==> src/rtl/wb_dma_xfer_eng.sv <==
// Single-channel block-transfer engine driving the DMA WISHBONE master port.
// Copies tot_sz words from src to dst as read/write pairs, with abort and bus-error termination.

module wb_dma_xfer_eng #(
    parameter int CNT_W   = 12,
    parameter int ADR_INC = 4
) (
    input  logic             clk,
    input  logic             rst,
    input  logic             start,
    input  logic [31:0]      src_adr,
    input  logic [31:0]      dst_adr,
    input  logic [CNT_W-1:0] tot_sz,
    input  logic             src_inc,
    input  logic             dst_inc,
    input  logic             abort,
    input  logic             pause,
    output logic             mast_go,
    output logic             mast_we,
    output logic [31:0]      mast_adr,
    output logic [31:0]      mast_dout,
    input  logic [31:0]      mast_din,
    input  logic             mast_drdy,
    input  logic             mast_err,
    output logic             mast_wait,
    output logic             busy,
    output logic             done,
    output logic             err,
    output logic [CNT_W-1:0] rem_cnt
);

    typedef enum logic [2:0] {
        ST_IDLE = 3'd0,
        ST_RD   = 3'd1,
        ST_GAP  = 3'd2,
        ST_WR   = 3'd3,
        ST_NEXT = 3'd4
    } state_t;

    localparam logic [31:0]      ADR_STEP = 32'(ADR_INC);
    localparam logic [CNT_W-1:0] CNT_ZERO = CNT_W'(0);
    localparam logic [CNT_W-1:0] CNT_ONE  = CNT_W'(1);

    state_t           state_r, state_s;
    logic [31:0]      src_r, src_s;
    logic [31:0]      dst_r, dst_s;
    logic [31:0]      data_r, data_s;
    logic [31:0]      adr_r, adr_s;
    logic [CNT_W-1:0] cnt_r, cnt_s;
    logic             src_inc_r, src_inc_s;
    logic             dst_inc_r, dst_inc_s;
    logic             go_r, go_s;
    logic             we_r, we_s;
    logic             busy_r, busy_s;
    logic             done_r, done_s;
    logic             err_r, err_s;

    // Next-state and datapath update; abort outranks bus error, which outranks drdy.
    always_comb begin
        state_s   = state_r;
        src_s     = src_r;
        dst_s     = dst_r;
        data_s    = data_r;
        cnt_s     = cnt_r;
        src_inc_s = src_inc_r;
        dst_inc_s = dst_inc_r;
        done_s    = 1'b0;
        err_s     = 1'b0;
        case (state_r)
            ST_IDLE: begin
                if (start && !abort) begin
                    if (tot_sz != CNT_ZERO) begin
                        src_s     = src_adr;
                        dst_s     = dst_adr;
                        cnt_s     = tot_sz;
                        src_inc_s = src_inc;
                        dst_inc_s = dst_inc;
                        state_s   = ST_RD;
                    end else begin
                        done_s = 1'b1;
                    end
                end else begin
                    state_s = ST_IDLE;
                end
            end
            ST_RD: begin
                if (abort) begin
                    state_s = ST_IDLE;
                end else if (mast_err) begin
                    err_s   = 1'b1;
                    state_s = ST_IDLE;
                end else if (mast_drdy) begin
                    data_s  = mast_din;
                    state_s = ST_GAP;
                end else begin
                    state_s = ST_RD;
                end
            end
            ST_GAP: begin
                if (abort) begin
                    state_s = ST_IDLE;
                end else begin
                    state_s = ST_WR;
                end
            end
            ST_WR: begin
                if (abort) begin
                    state_s = ST_IDLE;
                end else if (mast_err) begin
                    err_s   = 1'b1;
                    state_s = ST_IDLE;
                end else if (mast_drdy) begin
                    state_s = ST_NEXT;
                end else begin
                    state_s = ST_WR;
                end
            end
            ST_NEXT: begin
                if (abort) begin
                    state_s = ST_IDLE;
                end else begin
                    cnt_s = cnt_r - CNT_ONE;
                    src_s = src_inc_r ? (src_r + ADR_STEP) : src_r;
                    dst_s = dst_inc_r ? (dst_r + ADR_STEP) : dst_r;
                    if (cnt_r == CNT_ONE) begin
                        done_s  = 1'b1;
                        state_s = ST_IDLE;
                    end else begin
                        state_s = ST_RD;
                    end
                end
            end
            default: begin
                state_s = ST_IDLE;
            end
        endcase
    end

    // Bus outputs are decoded from the upcoming state so they are registered and stable per phase.
    always_comb begin
        go_s   = 1'b0;
        we_s   = 1'b0;
        adr_s  = adr_r;
        busy_s = 1'b1;
        case (state_s)
            ST_RD: begin
                go_s  = 1'b1;
                adr_s = src_s;
            end
            ST_WR: begin
                go_s  = 1'b1;
                we_s  = 1'b1;
                adr_s = dst_s;
            end
            ST_IDLE: begin
                busy_s = 1'b0;
            end
            default: begin
                busy_s = 1'b1;
            end
        endcase
    end

    // State and datapath registers with synchronous reset.
    always_ff @(posedge clk) begin
        if (rst) begin
            state_r   <= ST_IDLE;
            src_r     <= 32'h0000_0000;
            dst_r     <= 32'h0000_0000;
            data_r    <= 32'h0000_0000;
            adr_r     <= 32'h0000_0000;
            cnt_r     <= CNT_ZERO;
            src_inc_r <= 1'b0;
            dst_inc_r <= 1'b0;
            go_r      <= 1'b0;
            we_r      <= 1'b0;
            busy_r    <= 1'b0;
            done_r    <= 1'b0;
            err_r     <= 1'b0;
        end else begin
            state_r   <= state_s;
            src_r     <= src_s;
            dst_r     <= dst_s;
            data_r    <= data_s;
            adr_r     <= adr_s;
            cnt_r     <= cnt_s;
            src_inc_r <= src_inc_s;
            dst_inc_r <= dst_inc_s;
            go_r      <= go_s;
            we_r      <= we_s;
            busy_r    <= busy_s;
            done_r    <= done_s;
            err_r     <= err_s;
        end
    end

    assign mast_go   = go_r;
    assign mast_we   = we_r;
    assign mast_adr  = adr_r;
    assign mast_dout = data_r;
    assign mast_wait = pause;
    assign busy      = busy_r;
    assign done      = done_r;
    assign err       = err_r;
    assign rem_cnt   = cnt_r;

endmodule

==> config.mk <==
export PLATFORM = sky130hd
export DESIGN_NAME = wb_dma_xfer_eng
export DESIGN_NICKNAME = d
export VERILOG_FILES = /design/src/rtl/wb_dma_xfer_eng.sv
export SDC_FILE = /design/constraint.sdc
export NUM_CORES = 1
export LEC_CHECK = 0
export BUFFER_PORTS_ARGS = -buffer_cell sky130_fd_sc_hd__buf_2
export CORE_UTILIZATION = 43
export CTS_CLUSTER_DIAMETER = 80
export CTS_CLUSTER_SIZE = 28
export DETAILED_ROUTE_END_ITERATION = 16
export GPL_TIMING_DRIVEN = 0
export PLACE_DENSITY = 0.69
export SYNTH_ARGS = -nofsm -noshare
export SYNTH_HDL_FRONTEND = slang
export SYNTH_SLANG_ARGS = --single-unit
==> constraint.sdc <==
create_clock -name clk -period 2.35 [get_ports clk]
set_input_delay 0.235 -clock clk [delete_from_list [all_inputs] [get_ports clk]]
set_output_delay 0.235 -clock clk [all_outputs]
set_load 0.02 [all_outputs]
==> After elaboration in Yosys (flattened, before gate mapping) <==
Cells that the tools add are included.
{ "totals": {"inputBits": 117, "elab_cells": 78, "out_inout_bits": 82, "register_bits": 150} }
{ "classes": {"n_reduce_logical": 13, "bitwise": 3, "n_eq_ne": 10, "add_sub_neg": 3, "mux": 36} }
{ "op_table": {"columns": ["op", "n"], "rows": [
  ["32-bit 2-to-1 mux", 8],
  ["32-bit one-hot mux with 2 select lines", 3],
  ["32-bit by 3-bit adder with 32-bit output (second input constant)", 2],
  ["12-bit 2-to-1 mux", 3],
  ["12-bit one-hot mux with 2 select lines", 1],
  ["3-bit 2-to-1 mux", 5],
  ["3-bit one-hot mux with 5 select lines", 1],
  ["12-bit by 1-bit == test with 1-bit output (second input constant)", 1],
  ["12-bit nonzero test", 1],
  ["12-bit by 1-bit subtractor with 12-bit output (second input constant)", 1],
  ["1-bit 2-to-1 mux", 10],
  ["3-bit by 2-bit == test with 1-bit output (second input constant)", 3],
  ["2-bit 2-to-1 mux", 4],
  ["4-bit AND reduction", 2],
  ["3-bit by 1-bit == test with 1-bit output (second input constant)", 2],
  ["3-bit zero test", 2],
  ["2-bit != test (second input constant)", 3],
  ["2-bit nonzero test", 2],
  ["2-bit OR reduction", 2],
  ["3-bit == test (second input constant)", 1],
  ["1-bit inverter", 3],
  ["3-bit AND reduction", 1],
  ["3-bit OR reduction", 1],
  ["1-bit one-hot mux with 2 select lines", 1],
  ["other kinds (2)", 2]
]} }

==> Longest topological paths before layout <==
Gate-level depths: netlist of run 1.
{ "logic_depth": {"depth_word": 7, "ltp_mapped": 10, "depth_no_buf": 7} }

==> Least setup slack after synthesis of run 1 <==
No wires, ideal clock.
{ "synth_timing": {"path_kind": "reg2reg", "start": "register state_r[1]", "end": "register adr_r[19], in the netlist mast_adr[19]", "arrival_time_ns": 2.115, "n_path_buf": 2, "stages_incl_launch_ff": 9, "setup_time_ns": 0.132, "slack_ns": 0.103, "required_ns": 2.218, "synth_period_minus_slack_ns": 2.247, "cell_sequence": "dfxtp_1 > clkbuf_1 > or3b_2 > clkbuf_1 > nor3_2 > nand2_1 > o311a_1 > a211oi_1 > o211ai_1"} }
{ "synth_via": {"elab_chain_len": 5, "word_cells_on_any_way": 14, "classes_between": "6 x eq/ne; 6 x mux; 2 x reduce/logical"} }
{ "synth_rtl": {"columns": ["element", "line", "source"], "rows": [
  ["start: declaration", "44", "state_t state_r, state_s;"],
  ["start signal: assignment", "181", "state_r <= state_s;"],
  ["3-bit 2-to-1 mux", "72", "if (tot_sz != CNT_ZERO) begin"],
  ["3-bit 2-to-1 mux", "71", "if (start && !abort) begin"],
  ["3-bit one-hot mux with 5 select lines", "69", "case (state_r)"],
  ["3-bit by 2-bit == test with 1-bit output / 3-bit by 1-bit == test with 1-bit output (equally long branches)", "145", "case (state_s)"],
  ["32-bit one-hot mux with 2 select lines / 2-bit nonzero test (equally long branches)", null, null],
  ["end signal: assignment", "185", "adr_r <= adr_s;"],
  ["end: declaration", "48", "logic [31:0] adr_r, adr_s;"]
]} }
Parallel ways exist; a longest one is shown, timed or not.
A chain may end at the register's enable or synchronous reset.

==> Final worst setup path of run 1 <==
{ "layout_timing": {"start": "input port tot_sz[0]", "end": "register adr_r[3], in the netlist mast_adr[3]"} }
{ "layout_via": {"elab_chain_len": 6, "word_cells_on_any_way": 14, "classes_between": "2 x eq/ne; 10 x mux; 2 x reduce/logical"} }
{ "layout_rtl": {"columns": ["element", "line", "source"], "rows": [
  ["start: declaration", "13", "input logic [CNT_W-1:0] tot_sz,"],
  ["12-bit nonzero test *", "72", null],
  ["3-bit 2-to-1 mux", "72", null],
  ["3-bit 2-to-1 mux", "71", null],
  ["3-bit one-hot mux with 5 select lines", "69", null],
  ["3-bit by 2-bit == test with 1-bit output / 3-bit by 1-bit == test with 1-bit output (equally long branches)", "145", null],
  ["32-bit one-hot mux with 2 select lines / 2-bit nonzero test (equally long branches)", null, null]
]} }
Mark *: on every way between the ends. The rest lies on a longest branch, timed or not.

==> results.toml, run 1 <==
[yosys]
yosysSeqAreaShare = 0.391
syn_area_mm2 = 0.00767
synth_area_leader_cell = "dfxtp_1"
synth_most_common_cell = "nand2_1"
synthTopCellsByArea = "dfxtp_1, nand2_1, a21oi_1"
synth-seq-cells = 150
yosysTopAreaCellShare = 0.391
synth_nets = 1107
synth_cells = 986
yosys-top-cells-count = "nand2_1, dfxtp_1, a21oi_1, nor2_1, clkbuf_1"
ys_types = 76
synth_edf_count = 0
async_flop_share = 0
avgSynthCellArea_um2 = 7.78
synth_ff_type = "dfxtp_1"
yosysWarnings = 0

[worst_hold_path]
whs_path_depth = 3
whs_endpoint = "mast_dout[17]$_SDFFE_PP0P_"
min_path_type = "primary input to register"
worstHoldStart = "mast_din[17]"

[grt]
grt_pass1_wl_mm = 45.7
grt_pass1_vias = 8210
overflow = 0
grtUsageTotal = 0.331
antenna_found_initial = 1
grt_start_max_net_pins = 17

[route]
drc = 0
routed_via_density = 6.14
drt-initial-drc-count = 1118
wire_per_inst_um = 21.3
firstDrtPassIters = 6
vias = 8952
drt-total-wl_mm = 31.0
final_antenna_net_count = 0

[worst_setup_path]
r2r_cells = 7
r2r_start = "src_r[2]$_SDFF_PP0_"
crit_top_cell = "buf_4"
crit_required_ps = 2650
crit_type = "primary input to register"
cp_cell_sequence = "buf_2 > or4_1 > o31ai_4 > buf_4 > nor3_2 > buf_4 > buf_4 > a222oi_1 > o21ai_0"
cp.arrival_ps = 2700
cp-end-kind = "register"
r2r_setup_slack_ps = 10
crit_buf_inv = 4
path_depth = 9
start_kind = "primary input"
crit_slowest_cell = "or4_1"
cpLargestDelayFamily = "compound AO/OA/AOI/OAI gates"
max_stage_delay_ps = 650
crit_fanout = 10
worstReg2RegEnd = "mast_adr[18]$_SDFFE_PP0P_"

[final_layout]
nets = 1339
syn_to_final_growth_pct = 31.8
final_cells = 1457
drive_above_1_share = 0.293

[run_status]
outcome = "finished with violations"
violations = "setup timing"

[power_and_ir_drop]
ir_drop_v = 0.000552
leakage_uw = 0.00414
power-per-cell-area_mw_per_mm2 = 636

[place]
gp_congestion = 0.948
dp.cells = 1407
io_buffers = 196
post-dp-hpwl_mm = 21.7

[cts]
cts_tree = "done"
path_clk_slew_ps = 60
cts_sinks = 150
root_buffer = "clkbuf_16"
clockBufferDepth = 2
insertion_delay_ps = 440
numCtsBuffers = 17
htree_levels = 4

[timing]
worst_slew_pin_slew_ps = 815
rsz0062_at_grt = "yes"
fmax_mhz = 417
layout_min_cycle_time_ps = 2400
finalCritPeriodShare = 1.02
fin_skew_ps = 8.69
hold_ws_ps = 29.0
finalSetupViolCount = 2
slew_violations = 0
finalWorstSetupSlack_ps = -46.7
hold_viol = 0
max-slew-margin-rel = 0.457

[die]
die_w_um = 136
ios = 199
start_util = 0.442
chipHeight_um = 136
placeableCoreArea_mm2 = 0.0174
die_area_mm2 = 0.0184
num_rows = 48

[run]
drv_cap = 0
## cells by family after synthesis
logic type / after synthesis / synth area share
AO/OA/AOI/OAI: 290 / 0.252
multiplexers: 10 / 0.0135
adder cells (fa/ha/maj): 4 / 0.00652
buffers and inverters: 94 / 0.0489
XOR/XNOR: 11 / 0.0126
flip-flops: 150 / 0.391
AND/OR/NAND/NOR: 427 / 0.275
## layer usage
layer | GRT usage | vias up | share of wire
li1 | - | 4116 | -
met1 | 0.428 | 4122 | 0.40
met2 | 0.505 | 598 | 0.44
met3 | 0.0853 | 116 | 0.12
met4 | 0.172 | 0 | 0.044
met5 | 0 | - | 0
## cell type report
| type | instances | area [um^2] |
|---|---|---|
| Multi-Input combinational cell | 742 | 4580 |
| Clock inverter | 13 | 148 |
| Timing Repair Buffer | 221 | 1190 |
| Inverter | 16 | 61.3 |
| Buffer | 70 | 389 |
| Fill cell | 1621 | 7240 |
| Sequential cell | 150 | 3000 |
| Clock buffer | 19 | 453 |
| Tap cell | 225 | 282 |
| Antenna cell | 1 | 2.50 |
## layout by cell type (no fill, tap or decap), drive strengths merged, types with 5 or more instances in the layout
cell type	instances
o21ai	56
o221ai	17
xnor2	9
a31oi	22
nand2	152
clkbuf	72
mux2i	7
nor3	30
a221o	13
nand3	33
nor2	91
inv	17
nand2b	6
nor3b	5
and4	8
and2	8
dfxtp	150
a21oi	90
nand4	19
a22oi	18
and3	15
o31ai	7
clkinv	9
o211ai	13
buf	238
nor4	22
or3	5
nor2b	12
## state kept, by name, summed over array words and instances, names as in the netlist
| name | flops |
|---|---|
| dst_r | 32 |
| mast_adr | 32 |
| mast_dout | 32 |
| src_r | 32 |
| rem_cnt | 12 |
| state_r | 3 |
| busy | 1 |
| done | 1 |
| dst_inc_r | 1 |
| err | 1 |
| mast_go | 1 |
| mast_we | 1 |
| src_inc_r | 1 |
## tightest hold or removal path, stage by stage
cell     delay, ps
buf_2           90
nand2_1         40
a21oi_1         50
## per-stage QoR
| stage | cell area (um^2) | utilization | setup slack, ps | TNS [ps] | total power, uW |
|---|---|---|---|---|---|
| final | 10100 | 0.583 | -46.7 | -52.1 | 6430 |
| after global routing | 10100 | 0.582 | -120 | -348 | 6610 |
| after CTS | 9850 | 0.568 | -39.8 | -39.8 | 6370 |
| after detailed placement | 8940 | 0.515 | -735 | -48400 | 3570 |
| after global placement | 8930 | 0.515 | -850 | -54270 | 3560 |
| after floorplan | 7670 | - | 103 | 0 | 3230 |
## report_power, final
group	switching [uW]	internal, uW
logic	522	327
clock network	1190	1630
registers	112	2650
## how the worst max path moves through the flow
| stage | startpoint | to |
|---|---|---|
| 2_1_floorplan | state_r[1]$_SDFF_PP0_ | mast_adr[19]$_SDFFE_PP0P_ |
| 3_3_place_gp | state_r[1]$_SDFF_PP0_ | rem_cnt[0]$_SDFFE_PP0P_ |
| 3_5_place_dp | tot_sz[0] | mast_adr[29]$_SDFFE_PP0P_ |
| 4_1_cts | state_r[0]$_SDFF_PP0_ | rem_cnt[8]$_SDFFE_PP0P_ |
| 5_1_grt | state_r[1]$_SDFF_PP0_ | mast_adr[15]$_SDFFE_PP0P_ |
| 6_report | tot_sz[0] | mast_adr[3]$_SDFFE_PP0P_ |
## timing repair
item / 4_1_cts / 5_1_grt
hold buffers: 0 / 0
pin swaps: 8 / 7
gates cloned: 0 / 0
setup buffers: 15 / 10
gates resized for setup: 68 / 59
setup endpoints to repair: 134 / 100
No activity file was read; power rests on OpenSTA's default activity.
==> run 2, diff against run 1 <==
Settings changed: CORE_ASPECT_RATIO from default to 1.75, CORE_MARGIN from default to 3.
==> results.toml, run 2 (synthesized netlist as in run 1, its figures left out) <==
[cts]
cts_tree = "done"
root_buffer = "clkbuf_16"
clockBufferDepth = 2
hold_buffers = 0
path_clk_slew_ps = 70
insertion_delay_ps = 430
numCtsBuffers = 17
htree_levels = 4
cts_sinks = 150

[power_and_ir_drop]
leakage_uw = 0.00414
combPwrFrac = 0.132
power.share.clock = 0.448
report.power.total_uw = 6570
power-per-cell-area_mw_per_mm2 = 646
p_switching_uw = 1890
power.internal_uw = 4680
power.share.sequential = 0.420
switching_share = 0.288
ir_drop_v = 0.000478

[final_layout]
syn_to_final_growth_pct = 32.5
fin_util = 0.580
final_common_cell = "buf_2"
layout_common_cells = "buf_2, nand2_1, dfxtp_1"
antenna_cells = 0
nets = 1336
drive_above_1_share = 0.300
postLayoutCellArea_mm2 = 0.0102

[worst_setup_path]
cp-end-kind = "register"
cpLargestDelayFamily = "compound AO/OA/AOI/OAI gates"
crit_buf_inv = 3
crit_top_cell = "buf_2"
start_kind = "primary input"
max_stage_delay_ps = 640
crit_fanout = 10
crit_type = "primary input to register"
cp.arrival_ps = 2650
crit_slowest_cell = "or4_1"
crit_required_ps = 2640
r2r_setup_slack_ps = -10
cp_cell_sequence = "buf_2 > or4_1 > o31a_1 > buf_2 > clkbuf_4 > a31oi_1 > o21ai_0 > a222oi_1 > nor2_1"

[timing]
fin_skew_ps = 8.44
finalWorstSetupSlack_ps = -10.2
worst_slew_pin_slew_ps = 760
layout_min_cycle_time_ps = 2360
max-slew-margin-rel = 0.493
fmax_mhz = 424
slew_violations = 0
rsz0062_at_grt = "yes"
hold_viol = 0
finalCritPeriodShare = 1.00
finalSetupViolCount = 2

[grt]
antenna_found_initial = 0
grt_pass1_vias = 8796
grt_pass1_wl_mm = 49.5
grtUsageTotal = 0.334
grt_start_max_net_pins = 17
overflow = 0

[place]
io_buffers = 196
gp_congestion = 0.972
placed_cell_area_mm2 = 0.00894
post-dp-hpwl_mm = 24.4

[die]
num_rows = 64
start_util = 0.437
placeableCoreArea_mm2 = 0.0175
die_area_mm2 = 0.0195
ios = 199
chipHeight_um = 183
die_w_um = 107

[run_status]
outcome = "finished with violations"
violations = "setup timing"

[route]
firstDrtPassIters = 6
routed_via_density = 6.23
drt-total-wl_mm = 33.1
drt-initial-drc-count = 835
drc = 0
vias = 9083
final_antenna_net_count = 0
wire_per_inst_um = 22.7

[run]
drv_cap = 0

[worst_hold_path]
min_path_type = "primary input to register"
[run 2: layer usage]
metal  GRT usage  share of wire  vias up
met5           0              0        -
met4       0.279          0.096        0
met3      0.0687          0.082      163
met2       0.561           0.48      601
met1       0.355           0.34     4214
li1            -              -     4105
[run 2: cell type report]
cell class	instances	area [um^2]
plain buffers	70	399
clock buffers	17	425
clock inverters	15	195
fillers	1690	7370
inverters	16	61.3
multi-input cells	743	4640
flip-flops and latches	150	3010
well taps	231	289
repair buffers	217	1140
[run 2: path summary, 6_finish.rpt]
| kind | cells after the start | from | endpoint |
|---|---|---|---|
| worst max-delay path | 9 | tot_sz[0] | mast_adr[10]$_SDFFE_PP0P_ |
| worst min-delay path | 3 | src_inc | src_inc_r$_SDFFE_PP0P_ |
| worst max register to register | 7 | src_inc_r$_SDFFE_PP0P_ | mast_adr[18]$_SDFFE_PP0P_ |
| worst min register to register | 2 | mast_dout[3]$_SDFFE_PP0P_ | mast_dout[3]$_SDFFE_PP0P_ |
[run 2: worst register-to-register path, cell delays in order (launching register included)]
cell and delay (ps):
dfxtp_4 370, nand3b_1 180, buf_4 190, or4_4 620
nor2_4 130, mux2_2 350, o221ai_4 220, o221ai_1 150
[run 2: power by group through the flow]
stage	clock network (uW)	registers, uW	logic [uW]
5_1_grt	3070	2770	921
3_5_place_dp	0	2810	785
4_1_cts	2950	2750	821
2_1_floorplan	0	2820	407
3_3_place_gp	0	2800	779
6_report	2940	2760	866
[run 2: through the flow]
stage / cells / setup slack, ps / TNS, ps / hold slack [ps]
2_1_floorplan: 986 / 103 / 0 / 371
3_3_place_gp: 1413 / -906 / -55400 / 439
3_5_place_dp: 1413 / -904 / -57890 / 445
4_1_cts: 1450 / -104 / -445 / 21.3
5_1_grt: 1459 / -43.5 / -137 / 27.5
6_report: 1459 / -10.2 / -19.1 / 33.3
[run 2: timing repair]
item,CTS,global route
setup buffers,11,10
endpoints found under the hold margin,0,0
gates resized for setup,86,54
pin swaps,8,10
endpoints found under the setup margin,135,69
gates cloned,0,1
==> run 3, diff against run 2 <==
Settings changed: CORE_UTILIZATION 43 to 36, PLACE_DENSITY 0.69 to 0.64.
==> results.toml, run 3 (synthesized netlist as in run 1, its figures left out) <==
[timing]
layout_min_cycle_time_ps = 2340
setup_tns_ps = 0
fmax_mhz = 428
slew_violations = 0
hold_viol = 0
finalSetupViolCount = 0
finalWorstSetupSlack_ps = 12.3
finalCritPeriodShare = 0.995
rsz0062_at_grt = "yes"
worst_slew_pin_slew_ps = 805
max-slew-margin-rel = 0.464
fin_skew_ps = 9.51

[cts]
clockBufferDepth = 2
cts_sinks = 150
hold_buffers = 0
insertion_delay_ps = 440
htree_levels = 4
numCtsBuffers = 17
root_buffer = "clkbuf_16"
path_clk_slew_ps = 70
cts_tree = "done"

[power_and_ir_drop]
leakage_uw = 0.00422
ir_drop_v = 0.000403
report.power.total_uw = 6760
power-per-cell-area_mw_per_mm2 = 661

[worst_setup_path]
cp-end-kind = "register"
cp_cell_sequence = "buf_4 > or4b_4 > a41o_1 > o311ai_2 > nand2_2 > or4b_1 > o211ai_1"
crit_type = "register to register"
crit_required_ps = 2720
path_depth = 7
max_stage_delay_ps = 570
crit_buf_inv = 1
cp.arrival_ps = 2710
start_kind = "register"
cpLargestDelayFamily = "simple AND/OR/NAND/NOR gates"
crit_fanout = 10
r2r_cells = 7
crit_slowest_cell = "or4b_1"

[die]
ios = 199
die_w_um = 116
chipHeight_um = 199
start_util = 0.367
die_area_mm2 = 0.0232
num_rows = 70
placeableCoreArea_mm2 = 0.0209

[place]
post-dp-hpwl_mm = 24.9
dp.cells = 1434
io_buffers = 196
gp_congestion = 1.01
place_ws_ps = -978

[grt]
grt_pass1_vias = 8499
grt_start_max_net_pins = 17
overflow = 0
grtUsageTotal = 0.283
grt_pass1_wl_mm = 48.5
antenna_found_initial = 2

[route]
wire_per_inst_um = 22.5
final_antenna_net_count = 0
drt-total-wl_mm = 33.3
vias = 8938
drc = 0
drt-initial-drc-count = 717
firstDrtPassIters = 5
routed_via_density = 6.04

[final_layout]
final_cells = 1481
syn_to_final_growth_pct = 33.4
fin_util = 0.489
layout_common_cells = "buf_2, nand2_1, dfxtp_1"
antenna_cells = 0
drive_above_1_share = 0.301
nets = 1339
final_common_cell = "buf_2"

[worst_hold_path]
whs_path_depth = 3
min_path_type = "primary input to register"

[run]
drv_cap = 0

[run_status]
outcome = "complete, no violations"
-- run 3: cell types whose count changed in the layout (fill, tap and decap cells not counted), sizes merged --
| cell | previous run | this run |
|---|---|---|
| clkinv | 6 | 4 |
| inv | 20 | 15 |
| nor2 | 92 | 91 |
| clkbuf | 69 | 73 |
| buf | 235 | 240 |
| clkinvlp | 2 | 0 |
| bufinv | 3 | 5 |
-- run 3: cell type report --
| type | count | area (um^2) |
|---|---|---|
| Buffer | 70 | 387 |
| Clock buffer | 22 | 494 |
| Clock inverter | 8 | 169 |
| Fill cell | 2044 | 10700 |
| Inverter | 16 | 61.3 |
| Multi-Input combinational cell | 742 | 4620 |
| Sequential cell | 150 | 3010 |
| Tap cell | 252 | 315 |
| Timing Repair Buffer | 221 | 1180 |
-- run 3: routing by layer --
layer  vias up  share of wire  track usage
li1       4120              -            -
met1      4132           0.34        0.287
met2       505           0.49        0.466
met3       177          0.074       0.0664
met4         4           0.10        0.261
met5         -        0.00063            0
-- run 3: worst paths after layout --
| path | startpoint | endpoint | slack [ps] |
|---|---|---|---|
| worst min-delay path | mast_din[26] | mast_dout[26]$_SDFFE_PP0P_ | 30 |
| worst max register to register | state_r[0]$_SDFF_PP0_ | mast_adr[24]$_SDFFE_PP0P_ | 10 |
| worst max-delay path | state_r[0]$_SDFF_PP0_ | mast_adr[24]$_SDFFE_PP0P_ | 10 |
| worst min register to register | mast_dout[7]$_SDFFE_PP0P_ | mast_dout[7]$_SDFFE_PP0P_ | 450 |
-- run 3: stage by stage --
stage / hold WS [ps] / cell area [um^2]
after floorplan: 371 / 7670
after global placement: 439 / 8970
after detailed placement: 444 / 8970
after CTS: 17.3 / 9990
after global routing: 26.6 / 10200
final: 25.8 / 10200
-- run 3: where the power goes --
group | internal [uW] | leakage (uW) | switching (uW)
Clock | 2010 | 0.000328 | 1130
Sequential | 2650 | 0.00122 | 113
Combinational | 328 | 0.00267 | 533
-- run 3: repair_timing --
action,4_1_cts,5_1_grt
setup endpoints to repair,136,97
gates resized for setup,85,51
pin swaps,8,17
buffers inserted,12,13
-- run 3: worst register-to-register path: cells and delay by family, from the launching register on --
family                 cells  cell delay (ps)
AOI/OAI and AO/OA          3              550
buffers and inverters      1              170
and+or+nand+nor            3             1260
DFF                        1              300
